<file path="src/rtl/pea_pkg.sv">
// Shared PEA types: execution FSM state, loop controller state and a sizing helper.
package pea_pkg;

  typedef enum logic [1:0] {
    IDLE = 2'd0,
    EXEC = 2'd1,
    DONE = 2'd2
  } state_t;

  typedef enum logic [1:0] {
    LC_IDLE  = 2'd0,
    LC_RUN   = 2'd1,
    LC_DRAIN = 2'd2,
    LC_WAIT  = 2'd3
  } lc_state_t;

  // Bits needed to hold 0..max_val; never less than one.
  function automatic int cnt_bits(input int max_val);
    return (max_val < 1) ? 1 : $clog2(max_val + 1);
  endfunction

endpackage

</file>
<file path="src/rtl/loop_ctrl_wrap_counter.sv">
// Modulo-len up-counter with a terminal flag; one instance per loop level.
module wrap_counter #(
  parameter int CNT_W = 16
) (
  input  logic             clk,
  input  logic             rst,
  input  logic             en,
  input  logic             clr,
  input  logic [CNT_W-1:0] len,
  output logic [CNT_W-1:0] cnt,
  output logic             at_max
);

  // len==0 never reaches this counter while enabled, so the wrapped len-1 is harmless.
  assign at_max = (cnt == (len - CNT_W'(1)));

  // NOTE: sequential state is written with non-blocking assignments so every
  // register samples the pre-edge values of its inputs.
  always_ff @(posedge clk) begin
    if (rst || clr) begin
      cnt <= '0;
    end else if (en) begin
      cnt <= at_max ? '0 : cnt + CNT_W'(1);
    end
  end

endmodule

</file>
<file path="src/rtl/loop_ctrl.sv">
// Two-level iteration sequencer driven by the PEA execution FSM; drains the
// pipeline after the final iteration and returns a one-cycle end pulse.
module loop_ctrl
  import pea_pkg::*;
#(
  parameter int CNT_W        = 16,
  parameter int DRAIN_CYCLES = 4
) (
  input  logic             clk_i,
  input  logic             rst_i,
  input  state_t           state_i,
  input  logic [CNT_W-1:0] cfg_inner_len_i,
  input  logic [CNT_W-1:0] cfg_outer_len_i,
  input  logic             stall_i,
  output logic             iter_valid_o,
  output logic [CNT_W-1:0] inner_idx_o,
  output logic [CNT_W-1:0] outer_idx_o,
  output logic             last_o,
  output logic             end_o,
  output logic             busy_o
);

  localparam int                 DRAIN_W    = cnt_bits(DRAIN_CYCLES);
  localparam logic [DRAIN_W-1:0] DRAIN_INIT = DRAIN_W'(DRAIN_CYCLES);

  lc_state_t          lc_q, lc_d;
  logic [DRAIN_W-1:0] drain_q, drain_d;
  logic [CNT_W-1:0]   inner_len_q, outer_len_q;
  logic               is_exec, start, zero_len;
  logic               issue, final_iter, cnt_clr;
  logic               inner_at_max, outer_at_max;

  assign is_exec  = (state_i == EXEC);
  assign start    = (lc_q == LC_IDLE) && is_exec;
  assign zero_len = (cfg_inner_len_i == '0) || (cfg_outer_len_i == '0);

  assign issue      = (lc_q == LC_RUN) && !stall_i;
  assign final_iter = issue && inner_at_max && outer_at_max;

  // Indices are cleared on the same edge that leaves LC_RUN (wrap, abort or reset).
  assign cnt_clr = (lc_d != LC_RUN);

  wrap_counter #(.CNT_W(CNT_W)) u_inner (
    .clk    (clk_i),
    .rst    (rst_i),
    .en     (issue),
    .clr    (cnt_clr),
    .len    (inner_len_q),
    .cnt    (inner_idx_o),
    .at_max (inner_at_max)
  );

  wrap_counter #(.CNT_W(CNT_W)) u_outer (
    .clk    (clk_i),
    .rst    (rst_i),
    .en     (issue && inner_at_max),
    .clr    (cnt_clr),
    .len    (outer_len_q),
    .cnt    (outer_idx_o),
    .at_max (outer_at_max)
  );

  always_ff @(posedge clk_i) begin
    if (rst_i) begin
      lc_q        <= LC_IDLE;
      drain_q     <= '0;
      inner_len_q <= '0;
      outer_len_q <= '0;
    end else begin
      lc_q    <= lc_d;
      drain_q <= drain_d;
      if (start) begin
        inner_len_q <= cfg_inner_len_i;
        outer_len_q <= cfg_outer_len_i;
      end
    end
  end

  // NOTE: every variable is given a default before the case so no path
  // through this block leaves it unassigned, which would infer a latch.
  always_comb begin
    lc_d    = lc_q;
    drain_d = drain_q;
    case (lc_q)
      LC_IDLE: begin
        if (is_exec) begin
          if (zero_len) begin
            lc_d    = LC_DRAIN;
            drain_d = DRAIN_INIT;
          end else begin
            lc_d = LC_RUN;
          end
        end
      end
      LC_RUN: begin
        if (!is_exec) begin
          lc_d = LC_IDLE;
        end else if (final_iter) begin
          lc_d    = LC_DRAIN;
          drain_d = DRAIN_INIT;
        end
      end
      LC_DRAIN: begin
        if (!is_exec) begin
          lc_d    = LC_IDLE;
          drain_d = '0;
        end else if (drain_q == '0) begin
          lc_d = LC_WAIT;
        end else begin
          drain_d = drain_q - DRAIN_W'(1);
        end
      end
      LC_WAIT: begin
        if (!is_exec) lc_d = LC_IDLE;
      end
      default: begin
        lc_d    = LC_IDLE;
        drain_d = '0;
      end
    endcase
  end

  // All outputs decode registered state plus stall_i only; state_i never reaches them.
  assign iter_valid_o = issue;
  assign last_o       = final_iter;
  assign end_o        = (lc_q == LC_DRAIN) && (drain_q == '0);
  assign busy_o       = (lc_q != LC_IDLE);

  end_is_single_pulse: assert property (@(posedge clk_i) disable iff (rst_i)
    end_o |=> !end_o);
  last_implies_valid: assert property (@(posedge clk_i) disable iff (rst_i)
    last_o |-> iter_valid_o);

endmodule
</file>
<file path="config.mk">
export PLATFORM = sky130hd
export DESIGN_NAME = loop_ctrl
export DESIGN_NICKNAME = d
export VERILOG_FILES = /design/src/rtl/pea_pkg.sv /design/src/rtl/loop_ctrl_wrap_counter.sv /design/src/rtl/loop_ctrl.sv
export SDC_FILE = /design/constraint.sdc
export NUM_CORES = 1
export LEC_CHECK = 0
export CAP_MARGIN = 0
export CORE_MARGIN = 4
export CORE_UTILIZATION = 55
export CTS_CLUSTER_SIZE = 28
export DETAILED_ROUTE_END_ITERATION = 6
export HOLD_SLACK_MARGIN = 0.08
export PLACE_DENSITY_LB_ADDON = 0.2
export REMOVE_ABC_BUFFERS = 1
export SYNTH_ARGS = -nofsm -noshare
export SYNTH_HDL_FRONTEND = slang
export SYNTH_SLANG_ARGS = --single-unit
</file>
<file path="constraint.sdc">
create_clock -name clk_i -period 6.9 [get_ports clk_i]
set_clock_uncertainty 0.15 [all_clocks]
set_input_delay 1.035 -clock clk_i [delete_from_list [all_inputs] [get_ports clk_i]]
set_output_delay 1.035 -clock clk_i [all_outputs]
set_load 0.01 [all_outputs]
</file>
# == Yosys cells after proc, flatten, opt, wreduce, memory -nomap -nowiden ==
# Index checks and enable logic that the tools add are counted.
# totals
regBits,69
# op_classes
n_addsub,5
n_eq_ne,12
muxes,17
n_reduce_logical,15
# ops
cell,n
"adder 16 x 1 -> 16 bit, second input constant",2
== test 16 bit,2
zero test 16 bit,2
2-to-1 mux 16 bit,2
"subtractor 16 x 1 -> 16 bit, second input constant",2
2-to-1 mux 3 bit,6
2-to-1 mux 2 bit,7
case mux 3 bit (3 select lines),1
"!= test 2 bit, second input constant",4
case mux 2 bit (4 select lines),1
AND reduction 6 bit,1
logical AND 1 bit,5
"== test 2 x 1 -> 1 bit, second input constant",2
"== test 2 bit, second input constant",2
zero test 3 bit,1
"!= test 3 bit, second input constant",1
nonzero test 3 bit,1
"subtractor 3 x 1 -> 3 bit, second input constant",1
zero test 2 bit,1
logical OR 1 bit,2
"!= test 2 x 1 -> 1 bit, second input constant",1
nonzero test 2 bit,1
zero test 1 bit,1

# == Depth between registers and ports, before layout ==
# depth
ltp_word,9
ltp_mapped,15
depth_no_buf,11

# == Modules after synthesis ==
# A second synthesis with hierarchy kept.
# unflattened
hier_cells,540
hier_area_um2,4192.8
# modules_own_cells
module,instances,cells_per_inst,area_per_inst_um2
wrap_counter,2,171,1328.8
loop_ctrl,1,198,1535.2

# == Worst setup path after synthesis ==
# Ideal clock, no wire load.
# synth_path
kind,register to output
start,register outer_len_q[3]
end,output port last_o
arrival_time_ns,2.291
required_time_ns,5.715
setup_slack_ns,3.424
stages_incl_launch_ff,8
path_buffers,1
cell_sequence,dfxtp_1 > buf_4 > nor4_4 > nand4b_4 > o31a_1 > or4_1 > nor4_1 > nor2b_1
# synth_via
elab_chain_cells,3
# synth_lines
item,line_no,text
from (decl),loop_ctrl.sv:28,"logic [CNT_W-1:0] inner_len_q, outer_len_q;"
from (signal assigned),loop_ctrl.sv:74,outer_len_q <= cfg_outer_len_i;
subtractor 16 x 1 -> 16 bit,loop_ctrl_wrap_counter.sv:15,assign at_max = (cnt == (len - CNT_W'(1)));
== test 16 bit,loop_ctrl_wrap_counter.sv:15,
logical AND 1 bit,loop_ctrl.sv:38,assign final_iter = issue && inner_at_max && outer_at_max;
to (decl),loop_ctrl.sv:18,"output logic last_o,"
# No other way between the ends.

# == Worst setup path in the final report ==
# layout_path
start,register inner_len_q[0]
end,output port last_o
# layout_via
elab_chain_cells,4
# layout_lines
item,line_no,text
from (decl),loop_ctrl.sv:28,
from (signal assigned),loop_ctrl.sv:73,inner_len_q <= cfg_inner_len_i;
subtractor 16 x 1 -> 16 bit,loop_ctrl_wrap_counter.sv:15,
== test 16 bit,loop_ctrl_wrap_counter.sv:15,
logical AND 1 bit (2 in series),loop_ctrl.sv:38,
# No other way between the ends.

==> flow_summary_export.csv <==
group,metric,value,unit
floorplan,die_width,94.3,um
clock_network,cts_buffer_depth,2,
floorplan,rows,31,
drt,drc,0,
worst_setup_path,start_kind,"flip-flop",
timing,hold_viol,0,
synthesis,async_reset_ff_share,0,%
drt,wl_per_cell,14.8,um
worst_setup_path,slowest_stage,"nor3b_1",
grt,grt_pass1_wl,17100,um
outcome,status,"finished clean",
synthesis,synth.top_cell.area_share,33.7,%
cells_and_area,n_antenna_cell,0,
worst_setup_path,required,5710,ps
drt,first_pass_iters,5,
clock_network,clkTransAtPathRegs,70,ps
worst_setup_path,slowest_delay,750,ps
cells_and_area,final_layout_size_suffix_gt1_share,4.35,%
clock_network,cts.sinks,69,
floorplan,ioPinCount,73,
cells_and_area,stdcell_area,4970,um2
power,powerDensity,171,nW/um2
min_path,min_to,"inner_len_q[15]",
clock_network,cts_setup_buffers,0,
worst_setup_path,crit_chain,"inv_1 -> ha_1 -> nor3b_1 -> nand3_1 -> xnor2_1 -> nor4_1 -> and4b_1 -> nand3_1 -> nor2b_1 -> clkdlybuf4s50_1",
clock_network,clk_latency,340,ps
min_path,min_delay_path_depth,2,
placement,place_congestion,0.989,
placement,dpl_worst_slack,2620,ps
placement,placed_area,4820,um2
timing,fin_ws,2160,ps
power,power.total,853,uW
timing,min_period,4740,ps
timing,fmax,211,MHz
run,drv_cap,0,
synthesis,synth.most_common_cell,"nand2_1",
clock_network,clockRootBuffer,"clkbuf_8",
drt,vias,4094,
timing,final_max_slew_viol_count,0,
grt,grt_util_met3,3.67,%
floorplan,initial_core_util,56.5,%
cells_and_area,layout.nets,636,
synthesis,ys_ff_latch,69,
grt,grt_overflow,0,
timing,grt_setup_unrepaired,"false",
timing,relSlewSlack,25.3,%
power,ir_drop,0.0982,mV
synthesis,yosys-top-cells-count,"nand2_1, dfxtp_1, a21oi_1",
grt,busiest_layer,"met2",
placement,numPortBuffers,72,
drt,wirelength,10300,um
cells_and_area,fillers,647,
synthesis,syn_area_per_cell,7.63,um2
clock_network,cts_resized,0,
floorplan,dieArea,8900,um2
grt,grt_use_met2,35.8,%
synthesis,yosysWarningCount,0,
worst_setup_path,path_class,"flip-flop to primary output",
synthesis,syn-cell-area,4100,um2
worst_setup_path,crit_top_cell,"nand3_1",
timing,setup_violations,0,
clock_network,numCtsBuffers,9,
grt,antenna_found_initial,0,
synthesis,synth_area_leaders,"dfxtp_1, nand2_1, xor2_1, a21oi_1, xnor2_1",
synthesis,synth-edff-count,0,
timing,tightest_slew,1120,ps
power,cellLeakagePower,0.00172,uW
worst_setup_path,cp_max_fo,7,
drt,vias_per_cell,5.87,
worst_setup_path,reg2reg_to,"u_outer.cnt[6]",
synthesis,synth_ff_type,"dfxtp_1",
grt,grt_max_degree,40,
drt,antenna_left,0,
worst_setup_path,rr_startpoint,"inner_len_q[0]",
synthesis,synth_top_cell_by_area,"dfxtp_1",
worst_setup_path,path_delay_family,"simple AND/OR/NAND/NOR gates",
worst_setup_path,end_kind,"primary output",
clock_network,holdBufCountCts,0,
timing,period_share,68.7,%
clock_network,cts_tree,"yes",
timing,final.setup.tns,0,ps
cells_and_area,area_growth,21.4,%
synthesis,yosysSeqAreaShare,33.7,%
min_path,hold_path.class,"flip-flop to flip-flop",
synthesis,synth_cell_type_count,59,
drt,drtIter0Drc,309,
floorplan,core,7250,um2
clock_network,htreeDepth,3,
floorplan,die_h,94.3,um
worst_setup_path,arrival,3550,ps
worst_setup_path,ff2ff_setup_slack,3070,ps
grt,use_met1,35.0,%
worst_setup_path,worst-path-buf-inv,2,
min_path,min_from,"inner_len_q[15]",
placement,post-dp-hpwl,7840,um
grt,grt_pass1_vias,3622,
worst_setup_path,r2r_cells,11,
synthesis,syn-instance-count,537,
grt,track_usage,24.0,%
registers in the layout, indices dropped and copies added, names as in the netlist:
| name | count |
|---|---|
| inner_len_q | 16 |
| outer_len_q | 16 |
| u_inner.cnt | 16 |
| u_outer.cnt | 16 |
| drain_q | 3 |
| lc_q | 2 |
logic make-up after synthesis:
group / after synthesis / share of synthesized area, %
simple gates: 260 / 32.8
compound gates: 101 / 14.6
flops: 69 / 33.7
xor+xnor: 54 / 11.5
buf+inv: 44 / 4.82
fa+ha+maj: 6 / 1.83
mux: 3 / 0.733
area by class of cell:
cell class,count,area [um2],area share [%]
Multi-Input combinational cell,424,2520,50.7
Sequential cell,69,1380,27.8
Timing Repair Buffer,73,728,14.6
Clock buffer,11,131,2.64
Tap cell,99,124,2.49
Inverter,16,60.1,1.21
Clock inverter,5,27.5,0.553
placed cells by master (no fill, tap or decap), drive strengths merged, types with 5 or more instances in the layout:
cell	instances
a21oi	53
and3	6
clkbuf	11
clkdlybuf4s50	72
clkinv	5
dfxtp	69
ha	6
inv	15
nand2	93
nand3	25
nand4	14
nor2	39
nor3	12
nor4	18
o21ai	17
or3	17
or4	6
xnor2	22
xor2	32
routing by layer:
metal / share of wire [%] / wire length [um]
met1: 48 / 4920
met5: 0 / 0
met4: 1.7 / 174
met3: 7.4 / 761
met2: 43 / 4450
worst max path at each step:
stage / startpoint / end / slack, ps / cells past startpoint
6_report: inner_len_q[0] / last_o / 2160 / 10
5_1_grt: inner_len_q[0] / last_o / 1940 / 10
4_1_cts: inner_len_q[0] / last_o / 2230 / 10
3_5_place_dp: inner_len_q[0] / last_o / 2620 / 10
3_3_place_gp: inner_len_q[0] / last_o / 2740 / 10
2_1_floorplan: outer_len_q[2] / last_o / 3430 / 6
worst min-delay path: cells and delay by family (launching register included):
kind,cells,cell delay (ps)
simple gates,1,60
flops,1,330
compound gates,1,50
stage by stage:
step,hold slack [ps],cells,utilization [%]
floorplan,292,509,-
global placement,328,681,66.4
detailed placement,330,681,66.4
CTS,339,697,68.6
global route,377,697,68.6
finish,334,697,68.6
power by group:
| part | internal [uW] | leakage (uW) | switching (uW) | total, uW |
|---|---|---|---|---|
| registers | 407 | 0.000559 | 14.9 | 422 |
| clock network | 128 | 0.0000829 | 146 | 274 |
| logic | 74.4 | 0.00107 | 82.1 | 157 |
| total | 610 | 0.00172 | 243 | 853 |
Note: power is estimated with default switching activity, not from simulation.
